`src/rtl/mist1032isa_sync_fifo_flag_if.sv`:
```
// Handshake/status bundle for mist1032isa_sync_fifo_flag.
// The master side pushes and pops; the slave side is the FIFO.
interface mist1032isa_sync_fifo_flag_if #(
  parameter int N   = 16,
  parameter int D_N = 4
);
  logic           iWR_EN;
  logic [N-1:0]   iWR_DATA;
  logic           oWR_FULL;
  logic           oWR_ALMOST_FULL;
  logic           iRD_EN;
  logic [N-1:0]   oRD_DATA;
  logic           oRD_EMPTY;
  logic           oRD_ALMOST_EMPTY;
  logic [D_N:0]   oCOUNT;
  logic           oOVERFLOW;
  logic           oUNDERFLOW;

  modport master (
    output iWR_EN, iWR_DATA, iRD_EN,
    input  oWR_FULL, oWR_ALMOST_FULL, oRD_DATA, oRD_EMPTY,
           oRD_ALMOST_EMPTY, oCOUNT, oOVERFLOW, oUNDERFLOW
  );

  modport slave (
    input  iWR_EN, iWR_DATA, iRD_EN,
    output oWR_FULL, oWR_ALMOST_FULL, oRD_DATA, oRD_EMPTY,
           oRD_ALMOST_EMPTY, oCOUNT, oOVERFLOW, oUNDERFLOW
  );
endinterface

```
`src/rtl/mist1032isa_sync_fifo_flag.sv`:
```
// Single-clock first-word-fall-through FIFO with count and almost-full/empty thresholds.
// Define MIST1032ISA_SYNC_FIFO_ERRFLAG_EN to get sticky overflow/underflow flags.
module mist1032isa_sync_fifo_flag #(
  parameter int N        = 16,
  parameter int DEPTH    = 16,
  parameter int D_N      = 4,
  parameter int AF_LEVEL = 12,
  parameter int AE_LEVEL = 2
) (
  input  logic                          iCLOCK,
  input  logic                          inRESET,
  input  logic                          iREMOVE,
  mist1032isa_sync_fifo_flag_if.slave   fifo
);

  localparam logic [D_N:0] DEPTH_C = (D_N+1)'(DEPTH);
  localparam logic [D_N:0] AF_C    = (D_N+1)'(AF_LEVEL);
  localparam logic [D_N:0] AE_C    = (D_N+1)'(AE_LEVEL);

  logic [N-1:0] mem [DEPTH];
  logic [D_N:0] wp;
  logic [D_N:0] rp;
  logic [D_N:0] count;
  logic         full;
  logic         empty;
  logic         rd_accept;
  logic         wr_accept;

  // The extra pointer bit separates full from empty when the indices coincide.
  assign count     = wp - rp;
  assign full      = (count == DEPTH_C);
  assign empty     = (count == '0);
  assign rd_accept = fifo.iRD_EN & ~empty;
  assign wr_accept = fifo.iWR_EN & (~full | rd_accept);

  assign fifo.oCOUNT           = count;
  assign fifo.oWR_FULL         = full;
  assign fifo.oWR_ALMOST_FULL  = (count >= AF_C);
  assign fifo.oRD_EMPTY        = empty;
  assign fifo.oRD_ALMOST_EMPTY = (count <= AE_C);
  assign fifo.oRD_DATA         = mem[rp[D_N-1:0]];

  always_ff @(posedge iCLOCK or negedge inRESET) begin
    if (!inRESET) begin
      wp <= '0;
      rp <= '0;
    end else if (iREMOVE) begin
      wp <= '0;
      rp <= '0;
    end else begin
      if (wr_accept) wp <= wp + 1'b1;
      if (rd_accept) rp <= rp + 1'b1;
    end
  end

  // Storage carries no reset; a flush only rewinds the pointers.
  always_ff @(posedge iCLOCK) begin
    if (!iREMOVE && wr_accept) mem[wp[D_N-1:0]] <= fifo.iWR_DATA;
  end

`ifdef MIST1032ISA_SYNC_FIFO_ERRFLAG_EN
  logic overflow_q;
  logic underflow_q;

  always_ff @(posedge iCLOCK or negedge inRESET) begin
    if (!inRESET) begin
      overflow_q  <= 1'b0;
      underflow_q <= 1'b0;
    end else if (iREMOVE) begin
      overflow_q  <= 1'b0;
      underflow_q <= 1'b0;
    end else begin
      if (fifo.iWR_EN && !wr_accept) overflow_q  <= 1'b1;
      if (fifo.iRD_EN && !rd_accept) underflow_q <= 1'b1;
    end
  end

  assign fifo.oOVERFLOW  = overflow_q;
  assign fifo.oUNDERFLOW = underflow_q;
`else
  assign fifo.oOVERFLOW  = 1'b0;
  assign fifo.oUNDERFLOW = 1'b0;
`endif

endmodule
```
`src/flat_wrapper.sv`:
```
// flat-port wrapper written by rule: the top's interface ports become plain ports
module mist1032isa_sync_fifo_flag_flat 
#(
  parameter int N        = 16,
  parameter int DEPTH    = 16,
  parameter int D_N      = 4,
  parameter int AF_LEVEL = 12,
  parameter int AE_LEVEL = 2
)
  (iCLOCK, inRESET, iREMOVE, fifo_iWR_EN, fifo_iWR_DATA, fifo_iRD_EN, fifo_oWR_FULL, fifo_oWR_ALMOST_FULL, fifo_oRD_DATA, fifo_oRD_EMPTY, fifo_oRD_ALMOST_EMPTY, fifo_oCOUNT, fifo_oOVERFLOW, fifo_oUNDERFLOW);
  mist1032isa_sync_fifo_flag_if #(.N(N), .D_N(D_N)) fifo_i ();
  input  logic iCLOCK;
  input  logic inRESET;
  input  logic iREMOVE;
  input wire logic [$bits(fifo_i.iWR_EN)-1:0] fifo_iWR_EN;
  input wire logic [$bits(fifo_i.iWR_DATA)-1:0] fifo_iWR_DATA;
  input wire logic [$bits(fifo_i.iRD_EN)-1:0] fifo_iRD_EN;
  output wire logic [$bits(fifo_i.oWR_FULL)-1:0] fifo_oWR_FULL;
  output wire logic [$bits(fifo_i.oWR_ALMOST_FULL)-1:0] fifo_oWR_ALMOST_FULL;
  output wire logic [$bits(fifo_i.oRD_DATA)-1:0] fifo_oRD_DATA;
  output wire logic [$bits(fifo_i.oRD_EMPTY)-1:0] fifo_oRD_EMPTY;
  output wire logic [$bits(fifo_i.oRD_ALMOST_EMPTY)-1:0] fifo_oRD_ALMOST_EMPTY;
  output wire logic [$bits(fifo_i.oCOUNT)-1:0] fifo_oCOUNT;
  output wire logic [$bits(fifo_i.oOVERFLOW)-1:0] fifo_oOVERFLOW;
  output wire logic [$bits(fifo_i.oUNDERFLOW)-1:0] fifo_oUNDERFLOW;
  assign fifo_i.iWR_EN = fifo_iWR_EN;
  assign fifo_i.iWR_DATA = fifo_iWR_DATA;
  assign fifo_i.iRD_EN = fifo_iRD_EN;
  assign fifo_oWR_FULL = fifo_i.oWR_FULL;
  assign fifo_oWR_ALMOST_FULL = fifo_i.oWR_ALMOST_FULL;
  assign fifo_oRD_DATA = fifo_i.oRD_DATA;
  assign fifo_oRD_EMPTY = fifo_i.oRD_EMPTY;
  assign fifo_oRD_ALMOST_EMPTY = fifo_i.oRD_ALMOST_EMPTY;
  assign fifo_oCOUNT = fifo_i.oCOUNT;
  assign fifo_oOVERFLOW = fifo_i.oOVERFLOW;
  assign fifo_oUNDERFLOW = fifo_i.oUNDERFLOW;
  mist1032isa_sync_fifo_flag #(.N(N), .DEPTH(DEPTH), .D_N(D_N), .AF_LEVEL(AF_LEVEL), .AE_LEVEL(AE_LEVEL)) u_core (.iCLOCK(iCLOCK), .inRESET(inRESET), .iREMOVE(iREMOVE), .fifo(fifo_i));
endmodule
```
`config.mk`:
```
export PLATFORM = sky130hd
export DESIGN_NAME = mist1032isa_sync_fifo_flag_flat
export DESIGN_NICKNAME = d
export VERILOG_FILES = /design/src/rtl/mist1032isa_sync_fifo_flag_if.sv /design/src/rtl/mist1032isa_sync_fifo_flag.sv /design/src/flat_wrapper.sv
export SDC_FILE = /design/constraint.sdc
export NUM_CORES = 1
export LEC_CHECK = 0
export ABC_AREA = 0
export ABC_CLOCK_PERIOD_IN_PS = 5600
export BUFFER_PORTS_ARGS = -buffer_cell sky130_fd_sc_hd__buf_2
export CAP_MARGIN = 30
export CELL_PAD_IN_SITES_DETAIL_PLACEMENT = 1
export CELL_PAD_IN_SITES_GLOBAL_PLACEMENT = 1
export CORE_MARGIN = 3
export CORE_UTILIZATION = 56
export CTS_BUF_LIST = sky130_fd_sc_hd__clkbuf_8
export CTS_CLUSTER_DIAMETER = 150
export DETAILED_ROUTE_END_ITERATION = 10
export PLACE_DENSITY = 0.8
export SYNTH_ARGS = -nofsm -noshare
export SYNTH_HDL_FRONTEND = slang
export SYNTH_SLANG_ARGS = --single-unit
```
`constraint.sdc`:
```
create_clock -name iCLOCK -period 5.6 [get_ports iCLOCK]
set_clock_uncertainty 0.05 [all_clocks]
set_input_delay 0.56 -clock iCLOCK [delete_from_list [all_inputs] [get_ports iCLOCK]]
set_output_delay 0.56 -clock iCLOCK [all_outputs]
set_load 0.01 [all_outputs]
```
---- Word level (Yosys, flattened, before mapping) ----
Memory sizes are Yosys's and may differ from the RTL's.
Index checks and enable logic that the tools add are counted.
storage, ports and cells
  flip-flop bits (word level) ............. 10
  latch bits .............................. 0
  bits in writable memories ............... 256
  bits in read-only memories .............. 0
  bits of input ports ..................... 21
  output and inout bits ................... 27
  logic and storage cells ................. 25
  memories ................................ 1
cells by class
  add/subtract/negate cells ............... 3
  multiply operators ...................... 0
  div/mod/pow operators ................... 0
  magnitude comparators ................... 2
  equal/unequal tests ..................... 1
  shifts and indexed selects .............. 0
  mux-type cells .......................... 6
  bitwise operators ....................... 5
  reductions and logical operators ........ 5
memory list
  name        words  width  rd ports  clocked after memory_dff  write ports  RTL line                          source
  u_core.mem  16     16     1         0                         1            mist1032isa_sync_fifo_flag.sv:20  logic [N-1:0] mem [DEPTH];
operators by type and width
  cell                   count
  $mux W5                4
  $add A5 B1 Y5 const B  2
  $eq A5 B5 Y1 const B   1
  $ge A5 B4 Y1 const B   1
  $le A5 B2 Y1 const B   1
  $logic_not A5 Y1       1
  $sub A5 B5 Y5          1
  $reduce_bool A2 Y1     2
  $and A1 B1 Y1          2
  $mux W1                2
  $not A1 Y1             2
  $logic_and A1 B1 Y1    1
  $logic_not A1 Y1       1
  $or A1 B1 Y1           1

---- Longest topological paths before layout ----
  depth in word-level cells ............... 9
  mapped depth ............................ 12
  depth with buffers taken out ............ 10

---- Worst setup path after synthesis ----
No wires, ideal clock.
  path kind ............................... register to register
  from .................................... register u_core.rp[2]
  to ...................................... memory u_core.mem[1][0], enable pin
  library setup time ...................... 0.409 ns
  data arrival time ....................... 4.000 ns
  data required time ...................... 5.141 ns
  path slack .............................. 1.141 ns
  stages on the path, launching flop included .. 12
  path buffers ............................ 3
  period minus slack after synthesis ...... 4.459 ns
  path through ............................ dfrtp_1 -> clkbuf_1 -> clkbuf_1 -> clkinv_1 -> clkbuf_1 -> ha_1 -> xnor2_2 -> nor2_1 -> mux2i_4 -> o31ai_4 -> or3b_4 -> nor3_1
on the way
  word-level cells in the longest chain between the ends .. 9
  elaborated cells on any way between the ends .. 11
  those cells by class .................... 1 x add/sub; 1 x eq/ne; 2 x mux; 5 x bitwise; 2 x reduce/logical
ends and longest elaborated chain
  item                               RTL line                          source
  from (decl)                        mist1032isa_sync_fifo_flag.sv:22  logic [D_N:0] rp;
  from (signal assigned)             mist1032isa_sync_fifo_flag.sv:52  if (rd_accept) rp <= rp + 1'b1;
  $sub A5 B5 Y5 (*)                  mist1032isa_sync_fifo_flag.sv:30  assign count = wp - rp;
  net fifo_oCOUNT[2]                 flat_wrapper.sv:23                output wire logic [$bits(fifo_i.oCOUNT)-1:0] fifo_oCOUNT;
  $logic_not A5 Y1                   mist1032isa_sync_fifo_flag.sv:32  assign empty = (count == '0);
  $not A1 Y1                         mist1032isa_sync_fifo_flag.sv:33  assign rd_accept = fifo.iRD_EN & ~empty;
  $and A1 B1 Y1                      mist1032isa_sync_fifo_flag.sv:33
  $or A1 B1 Y1 (*)                   mist1032isa_sync_fifo_flag.sv:34  assign wr_accept = fifo.iWR_EN & (~full | rd_accept);
  $and A1 B1 Y1 (*)                  mist1032isa_sync_fifo_flag.sv:34
  $logic_and A1 B1 Y1 (*)            mist1032isa_sync_fifo_flag.sv:58  if (!iREMOVE && wr_accept) mem[wp[D_N-1:0]] <= fifo.iWR_DATA;
  $mux W1 (*)                        mist1032isa_sync_fifo_flag.sv:58
  $mux W1 (implied by the code) (*)  mist1032isa_sync_fifo_flag.sv:58
  to (decl)                          mist1032isa_sync_fifo_flag.sv:20
Mark *: on every way through the listed nets, which the timed path passes. The rest lies on a longest branch.

---- Final worst setup path ----
  from .................................... register u_core.rp[3]
  to ...................................... output port fifo_oRD_ALMOST_EMPTY
on the way
  word-level cells in the longest chain between the ends .. 2
ends and longest elaborated chain
  item           RTL line                          source
  $sub A5 B5 Y5  mist1032isa_sync_fifo_flag.sv:30
  $le A5 B2 Y1   mist1032isa_sync_fifo_flag.sv:40  assign fifo.oRD_ALMOST_EMPTY = (count <= AE_C);
  to (decl)      flat_wrapper.sv:22                output wire logic [$bits(fifo_i.oRD_ALMOST_EMPTY)-1:0] fifo_oRD_ALMOST_EMPTY;
Every way passes these cells.

==> metrics <==
final wirelength 25,500 um; worst hold endpoint u_core.rp[4]; ys async rst share 0.0376; total CTS buffers 43; critical path buffer and inverter count 3; Yosys top cell area share 0.723; synthesized flop and latch total 266; NumNets Final 656; Primary FF master, synth edfxtp_1; Slew Viols, Final 0; hold_sp iREMOVE; Die Ht 144 um; Crit Path Max Fanout 20; Post-synth EDFFs 256; # port buffers 45; RSZ-0062 raised after global routing no; Reg2Reg Setup Slack 1.60 ns; I/O pin count 48; arrival time at the worst endpoint 3.55 ns; cell at the slowest stage of the critical path dfrtp_1; slew at the pin closest to its max-slew limit 0.964 ns; Top delay family on crit path buffers and inverters; largest net degree at the start of global routing 53; Synth Warn # 0; static leakage 3.96 nW; placer's final routability congestion estimate 0.865; Total Neg Setup Slack 0 ns; FF+latch area 0.00794 sq mm; initial cell density of the core 0.580; Hold Path Cell Cnt 2; DR pass1 iterations 4; # H-tree levels 2; Crit Path Class flop to output port; CP Capture Type output port; Die ar. 0.0207 sq mm; clk sink count 266; status complete, no violations; clock transition at the registers of the reported paths 0.06 ns; worst-skew pair later-pin latency 0.53 ns; Detail Placement HPWL 16,100 um; Worst setup SP type flop; CP Cell Sequence inv_1 -> ha_1 -> nor2_1 -> a21oi_2 -> xor2_2 -> inv_2 -> a2111oi_0 -> buf_2; worst hold path type input port to flop; cell depth of the worst flop-to-flop path 8; first-pass GRT wire length 37,800 um; Seq/Total Area, Yosys 0.747; Avg Vias per Cell 6.25; postcts setup bufs 0; vias in the first global route 6,024; reg-to-reg endpoint u_core.mem[0][6]; initial antenna violation count 1; Vias 5,552; routed len/inst 28.7 um; GRT overflow 0; layout cell share with drive strength beyond 1 0.294; cell area after synthesis 0.0106 sq mm; most frequent cells in the layout edfxtp_1 (256), nand2_1 (74), mux4_2 (64); width of the die 144 um; clk buf depth 3; Routed Antenna Nets 0; TritonCTS clock tree yes; max incr delay on CP 0.73 ns; pwr/cell area 411 mW/mm^2; post-route minimum period 4.16 ns; fin crit share 0.742; setup violators final 0; largest area contributor in the netlist edfxtp_1; VDD IR max 230 uV; n_diodes 0; design area 0.0119 sq mm; Syn Area/Cell 19.2 sq um; core area 0.0183 sq mm; ranking of synthesized cells by area edfxtp_1 (72%), mux4_2 (14%), nand2_1 (2.6%); GRT Total Usage 0.259; DR DRC count 0; CTS root buffer clkbuf_8; most common cell after layout, fill and taps aside edfxtp_1; area post-placement 0.0111 sq mm; Multi-input gate area 0.00258 sq mm; placement row count 49; reg2reg start u_core.rp[3]; Max Fclk 241 MHz; WP data required 4.99 ns; final hold vios 0; Unique masters post-synth 40; filler instances 1,562; maxcap violations 0; DR iter-0 viols 412; Area Overhead vs Synth 11.8%; post-CTS sizing 0; Post-Syn Instances 555; Slew headroom 0.357
## cells in the mapped netlist (all sizes together) (6+ instances only)
master and count:
dfrtp 10, mux4 64, clkbuf 18, ha 9, a31oi 16, inv 6, a21oi 6, buf 10
edfxtp 256, nand3 9, nor2 24, nand2 74, and3 17
## logic make-up (layout without fill, tap and decap cells)
| kind of cell | after synthesis | in the layout | share of synthesized area |
|---|---|---|---|
| flops | 266 | 266 | 0.747 |
| buf+inv | 36 | 139 | 0.0145 |
| other cells | 1 | 2 | 0.000353 |
| xor+xnor | 8 | 8 | 0.00800 |
| fa+ha+maj | 10 | 10 | 0.0125 |
| simple gates | 136 | 136 | 0.0585 |
| mux | 67 | 67 | 0.140 |
| compound gates | 31 | 31 | 0.0199 |
## state kept, by name (all words and copies together), names as in the netlist
register / count
u_core.rp: 5
u_core.wp: 5
u_core.mem: 256
## area by class of cell
type | instances | share of cell area
clock inverters | 33 | 0.0113
flip-flops and latches | 266 | 0.668
repair buffers | 52 | 0.0236
well taps | 229 | 0.0241
clock buffers | 46 | 0.0533
multi-input cells | 254 | 0.217
inverters | 8 | 0.00253
## routing by layer
layer | up-vias | track usage | part of all wire
met5 | - | 0 | 0.0013
met4 | 2 | 0.119 | 0.045
met3 | 67 | 0.0702 | 0.056
met2 | 216 | 0.423 | 0.50
met1 | 2912 | 0.328 | 0.39
li1 | 2355 | - | -
## worst max-delay path by stage
stage | depth (start not counted) | slack [ns] | end | start
global route | 8 | 1.24 | fifo_oRD_ALMOST_EMPTY | u_core.rp[3]
global placement | 8 | 1.73 | u_core.mem[13][6] | u_core.rp[0]
detailed placement | 8 | 1.59 | u_core.mem[13][6] | u_core.rp[0]
finish | 8 | 1.44 | fifo_oRD_ALMOST_EMPTY | u_core.rp[3]
CTS | 8 | 1.44 | fifo_oRD_ALMOST_EMPTY | u_core.rp[0]
floorplan | 11 | 1.14 | u_core.mem[1][0] | u_core.rp[2]
## where the power goes
| part | leakage [nW] | internal, mW | total [mW] | switching [mW] |
|---|---|---|---|---|
| sequential | 2.44 | 2.22 | 2.27 | 0.0527 |
| clock | 0.446 | 0.758 | 1.47 | 0.716 |
| combinational | 1.07 | 0.473 | 1.14 | 0.672 |
| total | 3.96 | 3.45 | 4.89 | 1.44 |
## per-stage QoR
stage	instances	hold slack, ns	worst slack [ns]	power [mW]	util
4_1_cts	888	0.322	1.44	4.92	0.649
6_report	888	0.343	1.44	4.89	0.649
3_3_place_gp	808	0.400	1.73	3.41	0.606
2_1_floorplan	556	0.214	1.14	3.03	-
5_1_grt	888	0.340	1.24	5.10	0.649
3_5_place_dp	808	0.401	1.59	3.45	0.606
## repair_timing
action                                 in CTS  in global routing
setup endpoints to repair                   0                  0
hold buffers                                1                  0
endpoints found under the hold margin      10                  0
Power figures use the tool's default switching activity.
